--- src/rtl/expression_scanner.sv ---
// Truth-table sequencer for the (~a|b) & (b|~c) expression stage.
// It walks all 8 input vectors, samples y after each settle window, and publishes summary results.
module expression_scanner #(
  parameter int SETTLE = 1
) (
  input  logic       clk,
  input  logic       reset,
  input  logic       start,
  input  logic       y,
  output logic       a,
  output logic       b,
  output logic       c,
  output logic       busy,
  output logic       done,
  output logic [7:0] truth_table,
  output logic [3:0] ones_count,
  output logic       result_valid,
  output logic       is_tautology,
  output logic       is_contradiction
);

  typedef enum logic [1:0] {IDLE, SCAN, DONE} state_t;

  localparam logic [3:0] RELOAD = 4'(SETTLE - 1);

  state_t     state_q, state_d;
  logic [2:0] idx_q, idx_d;
  logic [3:0] cnt_q, cnt_d;
  logic [2:0] vec_q, vec_d;
  logic [7:0] tt_q, tt_d;
  logic [3:0] ones_q, ones_d;
  logic       rv_q, rv_d;

  always_ff @(posedge clk) begin
    if (reset) state_q <= IDLE;
    else       state_q <= state_d;
  end

  always_comb begin
    state_d = state_q;
    case (state_q)
      IDLE:    if (start) state_d = SCAN;
      SCAN:    if (cnt_q == 4'd0 && idx_q == 3'd7) state_d = DONE;
      DONE:    state_d = IDLE;
      default: state_d = IDLE;
    endcase
  end

  always_comb begin
    busy = (state_q == SCAN);
    done = (state_q == DONE);
  end

  always_comb begin
    idx_d  = idx_q;
    cnt_d  = cnt_q;
    vec_d  = vec_q;
    tt_d   = tt_q;
    ones_d = ones_q;
    rv_d   = rv_q;
    if (state_q == IDLE && start) begin
      idx_d  = 3'd0;
      vec_d  = 3'd0;
      tt_d   = 8'h00;
      ones_d = 4'd0;
      rv_d   = 1'b0;
      cnt_d  = RELOAD;
    end else if (state_q == SCAN) begin
      if (cnt_q != 4'd0) begin
        cnt_d = cnt_q - 4'd1;
      end else begin
        tt_d[idx_q] = y;
        ones_d      = ones_q + {3'b000, y};
        if (idx_q != 3'd7) begin
          idx_d = idx_q + 3'd1;
          vec_d = idx_q + 3'd1;
          cnt_d = RELOAD;
        end else begin
          // Results become visible together with the done pulse.
          vec_d = 3'd0;
          rv_d  = 1'b1;
        end
      end
    end
  end

  always_ff @(posedge clk) begin
    if (reset) begin
      idx_q  <= 3'd0;
      cnt_q  <= 4'd0;
      vec_q  <= 3'd0;
      tt_q   <= 8'h00;
      ones_q <= 4'd0;
      rv_q   <= 1'b0;
    end else begin
      idx_q  <= idx_d;
      cnt_q  <= cnt_d;
      vec_q  <= vec_d;
      tt_q   <= tt_d;
      ones_q <= ones_d;
      rv_q   <= rv_d;
    end
  end

  assign a                = vec_q[2];
  assign b                = vec_q[1];
  assign c                = vec_q[0];
  assign truth_table      = tt_q;
  assign ones_count       = ones_q;
  assign result_valid     = rv_q;
  assign is_tautology     = rv_q && (tt_q == 8'hFF);
  assign is_contradiction = rv_q && (tt_q == 8'h00);

endmodule

--- config.mk ---
export PLATFORM = sky130hd
export DESIGN_NAME = expression_scanner
export DESIGN_NICKNAME = d
export VERILOG_FILES = /design/src/rtl/expression_scanner.sv
export SDC_FILE = /design/constraint.sdc
export NUM_CORES = 1
export LEC_CHECK = 0
export BUFFER_PORTS_ARGS = -buffer_cell sky130_fd_sc_hd__buf_2
export CORE_MARGIN = 4
export CORE_UTILIZATION = 45
export DETAILED_ROUTE_END_ITERATION = 6
export PLACE_DENSITY_LB_ADDON = 0.08
export SYNTH_ARGS = -nofsm -noshare
export SYNTH_HDL_FRONTEND = slang
export SYNTH_SLANG_ARGS = --single-unit
export TNS_END_PERCENT = 5
--- constraint.sdc ---
create_clock -name clk -period 1.6 [get_ports clk]
set_input_delay 0.24 -clock clk [delete_from_list [all_inputs] [get_ports clk]]
set_output_delay 0.24 -clock clk [all_outputs]
set_load 0.005 [all_outputs]
Word level (Yosys, flattened, before mapping). Cells that the tools add are included.

Bits in registers: 25. Bits in latches: 0. Memory bits (writable): 0. Memory bits (read-only): 0. Bits of input ports: 4. Output and inout bits: 20. Word-level logic and storage cells: 46. Memories: 0.

Add/subtract/negate cells: 3. Multiply operators: 0. Div/mod/pow operators: 0. Order comparisons: 2. Eq/ne operators: 7. Shifts and indexed selects: 0. Mux-type cells: 9. Bitwise logic cells: 2. Reductions and logical operators: 16.

Operators by type and width (number): bitwise mux 8 bit (1); == test 8 bit (second input constant) (1); logical NOT 8 bit (1); 2-to-1 mux 4 bit (2); AND reduction 2 bit (3); AND reduction 3 bit (2); logical AND 1 bit (5); adder 4 x 1 -> 4 bit (1); logical NOT 4 bit (1); < comparator 3 x 4 -> 1 bit (second input constant) (1); 2-to-1 mux 2 bit (2); one-hot mux 2 bit (2 select lines) (1); nonzero test 4 bit (1); subtractor 4 x 1 -> 4 bit (second input constant) (1); adder 3 x 1 -> 3 bit (second input constant) (1); demux 1 bit (select 3 bit) (1); == test 3 bit (second input constant) (1); greater-or-equal comparator 3 x 1 -> 1 bit (second input constant) (1); 2-to-1 mux 3 bit (1); inequality test 3 bit (second input constant) (1); == test 2 x 1 -> 1 bit (second input constant) (1); == test 2 bit (second input constant) (1); logical NOT 2 bit (1); inequality test 2 x 1 -> 1 bit (second input constant) (1); 5 further kinds (6).

Logic depth before layout (Yosys ltp). Gate-level depths: netlist (run 1).

Word-level depth: 5. Depth in mapped cells: 5. Depth with buffers taken out: 5.

Least setup slack after synthesis (run 1). OpenSTA, ideal clock, no wires.

Path type: flip-flop to flip-flop. Start: register cnt_q[2]. End: register ones_q[3] (netlist: ones_count[3]). Data arrival time: 1.470 ns. Data required time: 1.530 ns. Setup slack: 0.060 ns. Cell stages (with the launch flop): 4. Buffers on the path: 0. Clock period less this slack: 1.540 ns. Cell sequence: dfxtp_1 > or4_4 > or4_1 > a21oi_1.

Cells in the longest elaborated chain, start to end: 3.

Ends and longest elaborated chain: start, declared (line 28) `logic [3:0] cnt_q, cnt_d;`; start signal, assigned (line 97) `cnt_q <= cnt_d;`; nonzero test 4 bit (line 69) `if (cnt_q != 4'd0) begin`; NOT 1 bit (no line); AND reduction 2 bit (no line); end signal, assigned (line 100) `ones_q <= ones_d;`; end, declared (line 31) `logic [3:0] ones_q, ones_d;`.

Every way passes these cells. A chain may end at the register's enable or synchronous reset.

Worst setup path after layout (run 1).
Start: register tt_q[4] (netlist: truth_table[4]). End: output port is_contradiction.

Cells in the longest elaborated chain, start to end: 2.

Ends and longest elaborated chain: start, declared (line 30) `logic [7:0] tt_q, tt_d;`; start signal, assigned (line 99) `tt_q <= tt_d;`; logical NOT 8 bit (line 112) `assign is_contradiction = rv_q && (tt_q == 8'h00);`; logical AND 1 bit (line 112); end, declared (line 19) `output logic is_contradiction`.

Every way passes these cells.

==> results of run 1 <==
## routing by layer
metal / share of wire (%) / track usage (%) / vias up
met4: 0.66 / 4.854 / 0
met2: 45 / 25.24 / 30
met5: 0 / 0 / -
met1: 49 / 24.77 / 521
li1: - / - / 555
met3: 5.6 / 1.961 / 2
## through the flow
| stage | std cells | area, um2 | util [%] | setup TNS, ns | hold slack, ns |
|---|---|---|---|---|---|
| after floorplan | 128 | 1176 | - | 0 | 0.4410 |
| after global placement | 189 | 1426 | 57.58 | 0 | 0.4588 |
| after detailed placement | 189 | 1426 | 57.58 | 0 | 0.4676 |
| after CTS | 194 | 1471 | 59.39 | -0.1271 | 0.1982 |
| after global routing | 194 | 1496 | 60.40 | -0.1805 | 0.2144 |
| final | 194 | 1496 | 60.40 | -0.09886 | 0.2100 |
## cells in the mapped netlist (all sizes together) (2+ instances only)
master,n
a21oi,12
clkbuf,6
dfxtp,25
ha,4
inv,3
mux2i,9
nand2,2
nand2b,2
nand3,9
nand3b,9
nand4,6
nand4b,2
nor2,4
nor2b,4
nor3,3
nor4,2
o21ai,7
o31ai,5
or4,5
## worst register-to-register path: stages, from the launching register on
cell     delay, ns
dfxtp_1       0.34
or4_4         0.57
or4_4         0.50
a21oi_2       0.12
## worst paths after layout
path | slack (ns) | cells after the start | startpoint | to
min | 0.21 | 2 | reset | state_q[1]
max | -0.1 | 3 | truth_table[4] | is_contradiction
max reg2reg | 0.03 | 3 | cnt_q[1] | ones_count[3]
min reg2reg | 0.49 | 2 | vec_q[2] | vec_q[2]
## sequential cells by signal, summed over array words and instances, names as in the netlist
signal and flops:
idx_q 3, ones_count 4, vec_q 3, result_valid 1, state_q 2, cnt_q 4
truth_table 8
## power groups by stage
stage	logic [mW]	registers (mW)	clock network, mW
floorplan	0.0573	0.653	0
global placement	0.106	0.650	0
detailed placement	0.108	0.651	0
CTS	0.109	0.637	0.293
global route	0.125	0.638	0.308
finish	0.114	0.637	0.275
## cell families (layout without fill, tap and decap cells)
family / after synthesis / after routing / share of synthesized area [%]
and+or+nand+nor: 53 / 53 / 28.94
adders and majority gates: 4 / 4 / 4.255
buffers and inverters: 10 / 46 / 3.297
DFF: 25 / 25 / 42.55
muxes: 9 / 9 / 7.660
xor gates and xnor gates: 1 / 1 / 0.7448
AOI/OAI and AO/OA: 26 / 26 / 12.55
## cells in the final DEF, fill, tap and decap left out, types with 4 or more instances in the layout
cell type,count
ha_1,4
mux2i_1,9
nor2_1,4
nor2b_1,4
buf_4,15
or4_4,4
a21oi_1,9
dfxtp_1,23
buf_2,23
nand3_1,9
o21ai_0,7
o31ai_1,4
nand4_1,6
nand3b_1,9
## what timing repair did
action | CTS | global route
endpoints found under the setup margin | 2 | 4
gates resized for setup | 4 | 7
pin swaps | 1 | 2
buffers inserted | 1 | 0
hold buffers | 0 | 0
hold endpoints to repair | 0 | 0
cloned | 0 | 0
## area by class of cell
type,instances,area (um2),share of cell area [%]
well taps,30,37.54,2.508
inverters,3,11.26,0.7525
multi-input cells,93,670.6,44.82
flip-flops and latches,25,503.0,33.61
repair buffers,39,247.7,16.56
clock buffers,4,26.28,1.756
==> results.cfg, run 1 <==
[floorplanning]
die_h_um = 59.13
start_util_pct = 47.47
die_w_um = 59.13
io_pins = 24
dieArea_um2 = 3496
core_area_um2 = 2477
fp-row-count = 18

[pwr]
ir_drop_uv = 414.5
power.switching_mw = 0.2466
power.density_nw_per_um2 = 685.7
fin_total_pwr_mw = 1.026
power.internal_mw = 0.7795
clkPwrFrac_pct = 26.8
swShare_pct = 24.03
power_leakage_nw = 0.6677
combPwrFrac_pct = 11.1
p_seq_share_pct = 62.1

[synthesis]
yosysSeqAreaShare_pct = 42.55
syn_inst = 128
synth_edf_count = 0
ys_types = 30
synth_flop_cell = dfxtp_1
synthTopCellsByArea = dfxtp_1, mux2i_1, nand3b_1
yosys_warnings = 0
ys_ff_latch = 25
syn-cell-area_um2 = 1176
syn-num-nets = 136
synth_top_area_share_pct = 42.55
synth_area_leader_cell = dfxtp_1
synth-async-reset-ratio_pct = 0
avgSynthCellArea_um2 = 9.189

[timing]
clock.fmax_mhz = 588.6
hold_viol = 0
worstMarginPinSlew_ns = 0.4681
slew_violations = 0
clock_skew_ns = 0.001439
setup_ws_ns = -0.09886
rsz0062_at_grt = yes
min_period_ns = 1.699
setup_viol = 1
period_share_pct = 106.2
slew-limit-headroom_pct = 68.73

[drt]
via_per_inst = 5.711
vias = 1108
wl_per_cell_um = 14.08
drt_iter0_markers = 34
firstDrtPassIters = 5
ant_nets = 0
routed_wl_um = 2732
drc_errors = 0

[cts]
clk_pin_slew_ns = 0.13
cts_sinks = 25
cts_htree_levels = 1
cts_max_path_buffers = 2
clock-root-buffer = clkbuf_4
cts_made_buffers = 3
cts_tree = yes
insertion_delay_ns = 0.31

[final_layout]
fillCellCount = 235
drive_above_1_share_pct = 34.15
antenna_cells = 0
nNetsFinal = 173
syn_to_final_growth_pct = 27.23

[run_status]
status = finished with violations
violations = negative setup slack

[setup_path]
cp_top_family = simple AND/OR/NAND/NOR gates
cpMaxStageDelayCell = or4_4
cpPeakStageDelay_ns = 0.52
path_class = reg -> out
required_ns = 1.36
critPathLaunchType = register
crit_buf_inv = 1
cp.arrival_ns = 1.46
worst_setup_path_end_kind = primary output
crit_fanout = 4
path_cells = or4_4 -> nor4_2 -> buf_2

[place]
gp_congestion = 0.7473
port_buffers = 23
dp_hpwl_um = 2001
pre_cts_slack_ns = 0.06218

[global_routing]
grt_pass1_vias = 979
grt_max_degree = 16
grt_pass1_wl_um = 4491
overflow = 0
track_usage_pct = 16.68
grt_antenna_before_repair = 0

[hold_path]
worstHoldPathType = in -> reg

[job]
cap_violations = 0
(Power assumes the default switching activity.)
==> run 2: changes to the inputs <==
--- a/config.mk
+++ b/config.mk
@@ -8,6 +8,7 @@
 export BUFFER_PORTS_ARGS = -buffer_cell sky130_fd_sc_hd__buf_2
 export CORE_MARGIN = 4
 export CORE_UTILIZATION = 45
+export CTS_BUF_LIST = sky130_fd_sc_hd__clkbuf_4 sky130_fd_sc_hd__clkbuf_8
 export DETAILED_ROUTE_END_ITERATION = 6
 export PLACE_DENSITY_LB_ADDON = 0.08
 export SYNTH_ARGS = -nofsm -noshare
==> run 2 against run 1 <==
The flow still finishes with violations (negative setup slack). Critical path depth unchanged. Maximum frequency about the same. Via count increased by 0.72%. Total power increased by 1.9%. Sequential share of layout area decreased by 0.084 points. Non-clock buffer count unchanged. Cell count unchanged. Die area unchanged. Sequential cell count unchanged. Largest power group unchanged.
==> results.cfg, run 2 (synthesis results as in run 1) <==
[cts]
clk_pin_slew_ns = 0.13
cts_htree_levels = 1
cts_tree = yes
cts_max_path_buffers = 2
clock-root-buffer = clkbuf_4
insertion_delay_ns = 0.31
cts_made_buffers = 3
cts_sinks = 25

[setup_path]
r2r_slack_ns = 0.03
r2r-start = cnt_q[1]
path_cells = or4_4 -> nor4_2 -> buf_2
crit_fanout = 4
cpPeakStageDelay_ns = 0.52
cp.arrival_ns = 1.46
path_class = reg -> out
cpMaxStageDelayCell = or4_4
required_ns = 1.36
reg2reg_depth = 3
critPathLaunchType = register
timing.rr.end = ones_count[3]
worst_setup_path_end_kind = primary output

[global_routing]
grt_max_degree = 16
grt_antenna_before_repair = 0
track_usage_pct = 16.69
grt_pass1_wl_um = 4498
grt_pass1_vias = 982
overflow = 0

[final_layout]
final_util_pct = 60.56
final_cell_mix = dfxtp_1, buf_2, buf_4
syn_to_final_growth_pct = 27.55
nNetsFinal = 173
largest_reg_flops = 8
drive_above_1_share_pct = 34.76
fin_cells = 194
fin_area_um2 = 1500
antenna_cells = 0

[timing]
slew_violations = 0
final.setup.tns_ns = -0.09902
hold_viol = 0
hold_slack_ns = 0.2092
rsz0062_at_grt = yes
clock.fmax_mhz = 588.6
min_period_ns = 1.699
slew-limit-headroom_pct = 68.54
period_share_pct = 106.2
worstMarginPinSlew_ns = 0.4708
setup_viol = 1
clock_skew_ns = 0.002825
setup_ws_ns = -0.09902

[floorplanning]
die_h_um = 59.13
start_util_pct = 47.47
dieArea_um2 = 3496
die_w_um = 59.13
core_area_um2 = 2477
io_pins = 24
fp-row-count = 18

[drt]
drt_iter0_markers = 38
drc_errors = 0
ant_nets = 0
firstDrtPassIters = 4
vias = 1116
routed_wl_um = 2768
wl_per_cell_um = 14.27
via_per_inst = 5.753

[hold_path]
worstHoldPathCells = 2
min_from = reset
whs_endpoint = state_q[1]
worstHoldPathType = in -> reg

[place]
dp_hpwl_um = 2001
gp_congestion = 0.7473
dpl-instance-area_um2 = 1426
dp.cells = 189
port_buffers = 23

[run_status]
status = finished with violations
violations = negative setup slack

[pwr]
power_leakage_nw = 0.6711
ir_drop_uv = 431.5
power.density_nw_per_um2 = 696.7

[job]
cap_violations = 0
## run 2: where the power goes
part           leakage [nW]  internal [mW]  switching, mW
logic                 0.450         0.0510         0.0640
clock network        0.0184          0.114          0.179
registers             0.203          0.631        0.00560
## run 2: final cells by class
class | instances | area [um2]
repair buffers | 39 | 247.7
clock buffers | 4 | 30.03
multi-input cells | 93 | 670.6
inverters | 3 | 11.26
flip-flops and latches | 25 | 503.0
fillers | 235 | 977.2
well taps | 30 | 37.54
## run 2: metal layers
metal	global-route usage, %	share of wire [%]	up-vias
met5	0	0	-
met4	4.854	0.65	0
met3	1.961	3.9	2
met2	25.24	45	26
met1	24.80	50	533
li1	-	-	555
## run 2: repair_timing
item / CTS / global route
setup buffers: 1 / 0
hold endpoints to repair: 0 / 0
gates cloned: 0 / 0
pin swaps: 1 / 2
gates resized for setup: 4 / 7
setup endpoints to repair: 2 / 4
hold buffers: 0 / 0
## run 2: critical path: cells and delay by family, from the launching register on
kind | cells | cell delay [ns]
and+or+nand+nor | 2 | 0.65
DFF | 1 | 0.35
buffers and inverters | 1 | 0.14
## run 2: how the worst max path moves through the flow
stage | start | to | slack [ns] | depth (start not counted)
after floorplan | cnt_q[2] | ones_count[3] | 0.06 | 3
after global routing | truth_table[3] | is_contradiction | -0.18 | 3
after detailed placement | cnt_q[2] | ones_count[3] | 0.06 | 3
final | truth_table[4] | is_contradiction | -0.1 | 3
after CTS | truth_table[3] | is_contradiction | -0.13 | 3
after global placement | cnt_q[2] | ones_count[3] | 0.08 | 3
## run 2: metrics by stage
stage	setup WS (ns)	power (mW)
finish	-0.09902	1.045
global route	-0.1805	1.091
CTS	-0.1271	1.057
detailed placement	0.06218	0.7586
global placement	0.07989	0.7565
floorplan	0.06007	0.7106
==> run 3: changes to the inputs <==
==> constraint.sdc (replaced) <==
create_clock -name clk -period 1.5 [get_ports clk]
set_input_delay 0.225 -clock clk [delete_from_list [all_inputs] [get_ports clk]]
set_output_delay 0.225 -clock clk [all_outputs]
set_load 0.005 [all_outputs]
==> run 3 against run 2 <==
The run still ends with negative setup slack left. Via count rose by 2.2%. Utilization grew 2.4 points. First-iteration DRC count decreased by 34%. Sequential cell count is the same. Routed wire length is 2.1% higher. Worst hold slack worse by 0.014 ns. Global-route usage grew 0.35 points. Critical path type unchanged. Largest cell class unchanged.
==> results.cfg, run 3 (synthesis results as in run 1) <==
[timing]
period_share_pct = 113.2
clock.fmax_mhz = 588.7
rsz0062_at_grt = yes
clock_skew_ns = 0.004517
worstMarginPinSlew_ns = 0.4741
slew-limit-headroom_pct = 67.95
hold_slack_ns = 0.1953
hold_viol = 0
slew_violations = 0
min_period_ns = 1.699
setup_viol = 5
setup_ws_ns = -0.1985

[final_layout]
final_util_pct = 62.93
final_cell_mix = buf_2, buf_4, dfxtp_1
nNetsFinal = 180
final_common_cell = buf_2
fin_area_um2 = 1559
drive_above_1_share_pct = 38.60
antenna_cells = 0
syn_to_final_growth_pct = 32.55
largest_reg_flops = 8

[cts]
cts_htree_levels = 1
clk_pin_slew_ns = 0.13
ctsHoldBuffers = 0
cts_max_path_buffers = 2
insertion_delay_ns = 0.31
clock-root-buffer = clkbuf_4
cts_made_buffers = 3
cts_sinks = 25
cts_tree = yes
post_cts_buffers = 0

[drt]
drt_iter0_markers = 25
via_per_inst = 5.677
wl_per_cell_um = 14.06
vias = 1141
ant_nets = 0
drc_errors = 0
routed_wl_um = 2826
firstDrtPassIters = 4

[setup_path]
cpMaxStageDelayCell = or4_4
required_ns = 1.27
r2r_slack_ns = -0.08
worst_setup_path_end_kind = primary output
path_cells = or4_4 -> nor4_4 -> buf_2
cp.arrival_ns = 1.47
crit_fanout = 2
crit_buf_inv = 1
cp_top_family = simple AND/OR/NAND/NOR gates
path_class = reg -> out
critPathLaunchType = register
cpPeakStageDelay_ns = 0.55

[floorplanning]
core_area_um2 = 2477
dieArea_um2 = 3496
die_h_um = 59.13
start_util_pct = 47.47
die_w_um = 59.13
fp-row-count = 18
io_pins = 24

[pwr]
combPwrFrac_pct = 11.2
swShare_pct = 23.54
ir_drop_uv = 598.1
clkPwrFrac_pct = 27.8
power.internal_mw = 0.8529
power.switching_mw = 0.2625
p_seq_share_pct = 61.0
power_leakage_nw = 0.7016
fin_total_pwr_mw = 1.115
power.density_nw_per_um2 = 715.4

[global_routing]
track_usage_pct = 17.04
grt_pass1_wl_um = 4698
grt_antenna_before_repair = 0
grt_pass1_vias = 1045
grt_max_degree = 16
overflow = 0

[run_status]
status = finished with violations
violations = negative setup slack

[place]
dpl-instance-area_um2 = 1475
gp_congestion = 0.7582
dp_hpwl_um = 2124
port_buffers = 23

[hold_path]
worstHoldPathType = in -> reg

[job]
cap_violations = 0
[run 3: cell types whose count changed in the layout (fill, tap and decap cells not counted), moves of 2 or more]
cell,previous run,this run
buf_4,15,22
dfxtp_1,23,19
a21oi_1,9,11
a21oi_2,3,1
dfxtp_2,2,6
[run 3: layout make-up]
cell class / count / area, um2
well taps: 30 / 37.54
flip-flops and latches: 25 / 508.0
inverters: 3 / 11.26
clock buffers: 4 / 30.03
multi-input cells: 93 / 680.7
repair buffers: 46 / 291.5
fillers: 224 / 918.4
[run 3: what timing repair did]
action | in CTS | in global routing
gates resized for setup | 4 | 11
pin swaps | 3 | 2
endpoints found under the setup margin | 6 | 10
[run 3: routing by layer]
layer / part of all wire [%] / up-vias / wire length (um) / GRT usage, %
met5: 0 / - / 0 / 0
met4: 0.67 / 0 / 19 / 3.883
met3: 4.6 / 2 / 130 / 2.614
met2: 45 / 24 / 1269 / 26.03
met1: 50 / 546 / 1407 / 25.17
li1: - / 569 / - / -
[run 3: worst register-to-register path: stages, from the launching register on]
cell	delay [ns]
dfxtp_2	0.34
or4_4	0.57
or4_1	0.48
a21oi_1	0.13
[run 3: through the flow]
stage | cells | TNS [ns] | setup slack (ns)
5_1_grt | 201 | -0.6467 | -0.2707
3_5_place_dp | 197 | -0.09306 | -0.03778
2_1_floorplan | 128 | -0.01687 | -0.009906
4_1_cts | 201 | -0.3740 | -0.2187
3_3_place_gp | 197 | -0.002622 | -0.002622
6_report | 201 | -0.4075 | -0.1985
[run 3: path summary, 6_finish.rpt]
| path | from | to | cells after the start |
|---|---|---|---|
| max | truth_table[5] | is_contradiction | 3 |
| min | reset | state_q[1] | 2 |
| max reg2reg | cnt_q[0] | ones_count[3] | 3 |
| min reg2reg | vec_q[1] | vec_q[1] | 2 |
[run 3: power by group through the flow]
stage | clock network, mW | registers [mW] | logic (mW)
floorplan | 0 | 0.697 | 0.0623
global placement | 0 | 0.694 | 0.115
detailed placement | 0 | 0.694 | 0.116
CTS | 0.318 | 0.680 | 0.119
global route | 0.353 | 0.683 | 0.134
finish | 0.310 | 0.681 | 0.125
